[config.mk]
export PLATFORM = sky130hd
export DESIGN_NAME = point_collector
export DESIGN_NICKNAME = d
export VERILOG_FILES = /design/src/rtl/point_collector.sv
export SDC_FILE = /design/constraint.sdc
export NUM_CORES = 1
export LEC_CHECK = 0
export CORE_AREA = 2 2 85 87
export CTS_BUF_LIST = sky130_fd_sc_hd__clkbuf_4 sky130_fd_sc_hd__clkbuf_8
export CTS_CLUSTER_DIAMETER = 30
export DETAILED_ROUTE_END_ITERATION = 16
export DIE_AREA = 0 0 87 89
export GPL_TIMING_DRIVEN = 0
export PLACE_DENSITY_LB_ADDON = 0.15
export SETUP_SLACK_MARGIN = 0.15
export SLEW_MARGIN = 20
export SYNTH_ARGS = -nofsm -noshare
export SYNTH_HDL_FRONTEND = slang
export SYNTH_SLANG_ARGS = --single-unit
[constraint.sdc]
create_clock -name clk_in -period 5.4 [get_ports clk_in]
set_input_delay 0.54 -clock clk_in [delete_from_list [all_inputs] [get_ports clk_in]]
set_output_delay 0.54 -clock clk_in [all_outputs]
set_load 0.05 [all_outputs]
[src/rtl/point_collector.sv]
// -----------------------------------------------------------------------------
// point_collector
//
// Per-frame collector of thresholded pixel coordinates for the k-means path.
// Every masked pixel's {hcount, vcount} is written into one bank of a
// ping-pong point BRAM. When the frame ends, the finished bank is handed to
// the k-means controller through a valid/ack handshake. Capture of the next
// frame continues in the other bank, so the consumer always reads a stable,
// complete frame.
//
// Ports:
//   clk_in              camera-domain clock
//   rst_in              synchronous, active-low reset
//   hcount_in [8:0]     pixel column, aligned with mask_in
//   vcount_in [7:0]     pixel row, aligned with mask_in
//   valid_in            pixel strobe
//   mask_in             threshold result for this pixel
//   wr_en_out           point BRAM write enable (one-cycle pulse per point)
//   wr_addr_out         {bank, index}
//   wr_data_out [16:0]  {hcount, vcount}
//   frame_valid_out     read bank holds an unconsumed frame
//   frame_bank_out      bank that k-means should read
//   frame_count_out     number of points in the read bank
//   frame_overflow_out  read-bank frame had more than MAX_POINTS masked pixels
//   frame_ack_in        consumer has finished with the read bank
//   dropped_frames_out  saturating count of completed frames that were discarded
// -----------------------------------------------------------------------------
module point_collector #(
    parameter int H_ACTIVE   = 320,
    parameter int V_ACTIVE   = 180,
    parameter int MAX_POINTS = 14400,
    parameter int IDX_W      = 14
) (
    input  logic             clk_in,
    input  logic             rst_in,
    input  logic [8:0]       hcount_in,
    input  logic [7:0]       vcount_in,
    input  logic             valid_in,
    input  logic             mask_in,
    output logic             wr_en_out,
    output logic [IDX_W:0]   wr_addr_out,
    output logic [16:0]      wr_data_out,
    output logic             frame_valid_out,
    output logic             frame_bank_out,
    output logic [IDX_W:0]   frame_count_out,
    output logic             frame_overflow_out,
    input  logic             frame_ack_in,
    output logic [7:0]       dropped_frames_out
);

    typedef enum logic [1:0] {
        IDLE,
        COLLECT,
        HANDOFF
    } state_t;

    localparam logic [8:0]     H_LAST  = 9'(H_ACTIVE - 1);
    localparam logic [7:0]     V_LAST  = 8'(V_ACTIVE - 1);
    localparam logic [IDX_W:0] MAX_CNT = (IDX_W + 1)'(MAX_POINTS);
    localparam logic [IDX_W:0] CNT_ONE = (IDX_W + 1)'(1);

    state_t         state;
    state_t         state_nxt;

    logic           wbank;
    logic [IDX_W:0] count;
    logic           ovf;

    // Pixel classification
    logic           start_px;
    logic           end_px;

    // Per-cycle actions decoded from state and inputs
    logic           capture;
    logic           restart;
    logic [IDX_W:0] cnt_base;
    logic           ovf_base;
    logic           take;
    logic           do_write;
    logic           set_ovf;
    logic           bank_free;
    logic           do_handoff;
    logic           do_drop;
    logic           do_release;

    assign start_px = valid_in && (hcount_in == 9'd0)   && (vcount_in == 8'd0);
    assign end_px   = valid_in && (hcount_in == H_LAST) && (vcount_in == V_LAST);

    // -------------------------------------------------------------------------
    // State register
    // -------------------------------------------------------------------------
    // NOTE: every clocked assignment uses <= so all registers update from the
    // values sampled at the same edge, regardless of statement order.
    always_ff @(posedge clk_in) begin
        if (!rst_in) begin
            state <= IDLE;
        end else begin
            state <= state_nxt;
        end
    end

    // -------------------------------------------------------------------------
    // Next-state logic
    // -------------------------------------------------------------------------
    // NOTE: the default assignment at the top of each combinational block
    // guarantees every path drives every signal, so no latch is inferred.
    always_comb begin
        state_nxt = state;
        unique case (state)
            IDLE: begin
                // A one-pixel frame is both start and end; go straight to handoff.
                if (start_px) begin
                    state_nxt = end_px ? HANDOFF : COLLECT;
                end
            end
            COLLECT: begin
                if (end_px) begin
                    state_nxt = HANDOFF;
                end
            end
            HANDOFF: begin
                state_nxt = IDLE;
            end
            default: begin
                state_nxt = IDLE;
            end
        endcase
    end

    // -------------------------------------------------------------------------
    // Output / action decode
    // -------------------------------------------------------------------------
    always_comb begin
        capture    = 1'b0;
        restart    = 1'b0;
        cnt_base   = count;
        ovf_base   = ovf;
        take       = 1'b0;
        do_write   = 1'b0;
        set_ovf    = 1'b0;
        bank_free  = !frame_valid_out || frame_ack_in;
        do_handoff = 1'b0;
        do_drop    = 1'b0;
        do_release = 1'b0;

        // The frame start pixel is processed like any collected pixel, but
        // against an empty frame: this covers both the IDLE entry and a
        // truncated frame restarting while in COLLECT.
        capture = (state == COLLECT) || ((state == IDLE) && start_px);
        restart = capture && start_px;
        if (restart) begin
            cnt_base = '0;
            ovf_base = 1'b0;
        end

        take     = capture && valid_in && mask_in;
        do_write = take && (cnt_base < MAX_CNT);
        set_ovf  = take && !(cnt_base < MAX_CNT);

        do_handoff = (state == HANDOFF) && bank_free;
        do_drop    = (state == HANDOFF) && !bank_free;
        // Ack during HANDOFF is absorbed by the handoff itself.
        do_release = (state != HANDOFF) && frame_valid_out && frame_ack_in;
    end

    // -------------------------------------------------------------------------
    // Datapath and output registers
    // -------------------------------------------------------------------------
    always_ff @(posedge clk_in) begin
        if (!rst_in) begin
            wbank              <= 1'b0;
            count              <= '0;
            ovf                <= 1'b0;
            wr_en_out          <= 1'b0;
            wr_addr_out        <= '0;
            wr_data_out        <= '0;
            frame_valid_out    <= 1'b0;
            frame_bank_out     <= 1'b0;
            frame_count_out    <= '0;
            frame_overflow_out <= 1'b0;
            dropped_frames_out <= '0;
        end else begin
            wr_en_out <= do_write;
            if (do_write) begin
                wr_addr_out <= {wbank, cnt_base[IDX_W-1:0]};
                wr_data_out <= {hcount_in, vcount_in};
            end

            if (capture) begin
                count <= do_write ? (cnt_base + CNT_ONE) : cnt_base;
                ovf   <= ovf_base | set_ovf;
            end

            if (do_handoff) begin
                frame_bank_out     <= wbank;
                frame_count_out    <= count;
                frame_overflow_out <= ovf;
                frame_valid_out    <= 1'b1;
                wbank              <= !wbank;
            end else if (do_release) begin
                frame_valid_out <= 1'b0;
            end

            if (do_drop && (dropped_frames_out != 8'hFF)) begin
                dropped_frames_out <= dropped_frames_out + 8'd1;
            end
        end
    end

endmodule

==> implementation parameters <==
Parameter                              Value

Status
  Result of the run    complete, no violations

CTS
  Clock root buffer    clkbuf_8
  Post-cts resize count    0
  Number of hold buffers added after CTS    0
  CTS tree    yes
  Sink Count    78
  # H-tree levels    3
  CTS max path bufs    2
  Number of buffers inserted during clock tree synthesis    9
  CTS clock-pin slew for the worst setup and hold paths    roughly 0.08 ns
  Worst-Skew Late Latency    0.34 ns
  Post-CTS Repair Setup Buffers    0

Drt
  Final WL    8350 microns
  Initial DRC count    215
  Number of nets still failing antenna checks after routing    0
  Total vias in the final route    between 3k and 4k
  DRC violations left    0
  Total iterations of the first detailed-routing run    6
  Vias per cell    between 5 and 6
  Wire length per cell    around 14 microns

Die
  Number of placed I/O pins    slightly above 80
  Initial Util    between 40% and 50%
  Core ar.    roughly 6700 sq um
  Number of standard-cell rows in the floorplan    30
  Die Y    ~90 microns
  Die width    87 microns
  Die ar.    ~7700 sq um

Global routing
  Number of antenna violations at the first check in global routing    0
  Total global-route track usage    approximately 22%
  Met1 Resource Use GR    a little under a third
  First-pass GRT wire length    ~14000 microns
  Global route overflow    0
  Maximum number of pins on one net before global-route repair    14
  Vias in the first global route    ~2.9k
  Met3 track demand over resource    under 10%
  Routing layer with the top usage in global route    met2
  Met2 track utilization from global routing    between 30% and 40%

Critical path
  List of cells traversed by the critical path    clkdlybuf4s50_1, or4_1, or3_1, clkbuf_1, or2_2, clkbuf_1, and2_1, ha_1, nand4_1, nor4_1, mux2i_1
  Worst setup path class    in2reg
  Biggest fanout along the worst timing path    10
  Family of cells with the greatest summed delay on the critical path    simple AND/OR/NAND/NOR gates
  Worst path bufs/invs    3
  Nature of the critical path startpoint    primary input
  Biggest cell delay along the critical path    ~0.56 ns
  Master of the slowest instance on the critical path    or4_1
  Worst path arrival time    between 3 and 4 ns
  Reg-to-reg startpoint    state[1]
  Critical path capture point type    flip-flop
  Crit path from    vcount_in[0]
  Most prevalent standard cell on the critical path    clkbuf_1
  Critical path data required time    between 5 and 6 ns

Synth
  Syn Inst Count    400
  Unique masters post-synth    38
  Sequential share of the synthesized area    47.5%
  Post-Synthesis Net Count    ~420
  Count of state elements after synthesis    a little under 80
  Count of flip-flops with a built-in enable after synthesis    0
  Cell Area, Synth    3280 sq um
  Most common flop cell mapped by yosys    dfxtp_1
  Yosys Warn Count    0
  Asr flop ratio synth    0%
  Synthesized area per cell    between 8 and 9 sq um

Finish
  Most common cell after layout, fill and taps aside    clkdlybuf4s50_1
  Share of layout cells above drive strength 1    about 4.6%
  Commonest non-fill, non-tap cells in the layout    clkdlybuf4s50_1 (80), dfxtp_1 (78), a21oi_1 (58)
  Count of filler cells inserted in the layout    583
  Number of nets in the finished design    ~520
  Synth-to-Final Area Change    35.0%
  Number of antenna diodes    0

Min path
  Class of the tightest hold or removal check    reg2reg
  HP Start    frame_count_out[2]

Place
  Detailed placer's ending HPWL    between 5000 and 6000 microns
  Count of buffers from port buffering    80
  Gp weighted congestion    0.855

Timing
  RSZ-0062 raised after global routing    no
  Worst-case clock skew    ~0.013 ns
  Setup TNS after final layout    0 ns
  Worst-margin pin slew    around 0.65 ns
  Pins over their slew limit    0
  Period Utilization, post-route    roughly three fifths
  Final setup violation count    0
  Number of hold-slack violations in the final timing report    0
  Achievable Freq    between 0.3 and 0.4 GHz
  Minimum period implied by the final worst setup slack    between 3 and 4 ns
  Slew margin rel.    56.1%

Power
  Leakage power    1.39 nW
  Cell Pwr Density    258 nW/um^2
  Pwr Total    ~0.0011 W
  Largest vdd supply drop    approximately 0.0002 V

Run
  Max Cap Viol    0
==> metrics by stage <==
step,hold WS [ns],instances,util (%),worst slack [ns],area [sq um]
5_1_grt,0.474,576,66.0,1.96,4430
3_3_place_gp,0.446,560,62.3,1.82,4190
4_1_cts,0.457,576,66.0,2.15,4430
2_1_floorplan,0.432,400,-,2.52,3280
6_report,0.458,576,66.0,2.09,4430
3_5_place_dp,0.447,560,62.3,1.79,4190
==> cell families (layout without fill, tap and decap cells) <==
kind of cell,count (synthesis),count (layout),share of synthesized area [%]
AOI/OAI and AO/OA,110,110,18.3
xor gates and xnor gates,7,7,1.87
adders and majority gates,2,2,0.762
buffers and inverters,36,132,4.34
DFF,78,78,47.5
muxes,8,8,2.44
and+or+nand+nor,159,159,24.7
==> final cells by class <==
| cell class | count | area (sq um) | area share (%) |
|---|---|---|---|
| multi-input cells | 286 | 1580 | 35.6 |
| flip-flops and latches | 78 | 1560 | 35.2 |
| repair buffers | 80 | 801 | 18.1 |
| clock buffers | 11 | 145 | 3.27 |
| plain buffers | 32 | 128 | 2.88 |
| clock inverters | 5 | 104 | 2.34 |
| well taps | 80 | 100 | 2.26 |
| inverters | 4 | 15.0 | 0.339 |
==> worst reg2reg max path, delay by kind of cell, from the launching register on <==
kind            cells  cell delay (ns)
flops               1             0.37
buf+inv             2             0.67
compound gates      2             0.28
simple gates        4             0.93
fa+ha+maj           1             0.28
==> synthesized netlist by cell type (2+ instances only) <==
cell	count	share of area (%)
and2_1	3	0.57
ha_1	2	0.76
dfxtp_1	78	48
nand2_1	47	5.4
or4_1	6	1.4
o22ai_1	2	0.38
xnor2_1	6	1.6
o31ai_1	4	0.91
or3_1	5	0.95
nor2b_1	5	0.95
mux2i_1	8	2.4
or2_2	2	0.38
o211ai_1	5	1.1
nor3_1	6	0.91
nand3_1	31	4.7
o21ai_0	34	5.2
a21oi_1	58	8.8
nand2b_1	7	1.3
nor2_1	16	1.8
and3_1	2	0.38
clkbuf_1	30	3.4
nand4_1	19	3.6
inv_1	3	0.34
nor4_1	7	1.3
==> final timing paths <==
path / cells past startpoint / to / slack (ns)
worst min register to register: 2 / frame_count_out[2] / 0.46
worst min-delay path: 2 / frame_count_out[2] / 0.46
worst max register to register: 9 / count[6] / 2.81
worst max-delay path: 11 / count[12] / 2.09
==> where the power goes <==
group | total [W] | switching [W] | internal (W)
Sequential | 0.000575 | 0.000000000197 | 0.000575
Clock | 0.000536 | 0.000210 | 0.000326
Combinational | 0.0000350 | 0.0000182 | 0.0000169
==> state kept, by name (all words and copies together), names as in the netlist <==
signal / flops
wr_en_out: 1
frame_overflow_out: 1
count: 15
frame_valid_out: 1
wr_addr_out: 15
dropped_frames_out: 8
ovf: 1
wbank: 1
state: 2
frame_bank_out: 1
frame_count_out: 15
wr_data_out: 17
==> per-layer routing <==
layer | routed length [microns] | vias up
li1 | - | 1619
met2 | 3750 | 107
met4 | 114 | 0
met5 | 0 | -
met1 | 4040 | 1466
met3 | 451 | 11
No activity file was read; power rests on OpenSTA's default activity.
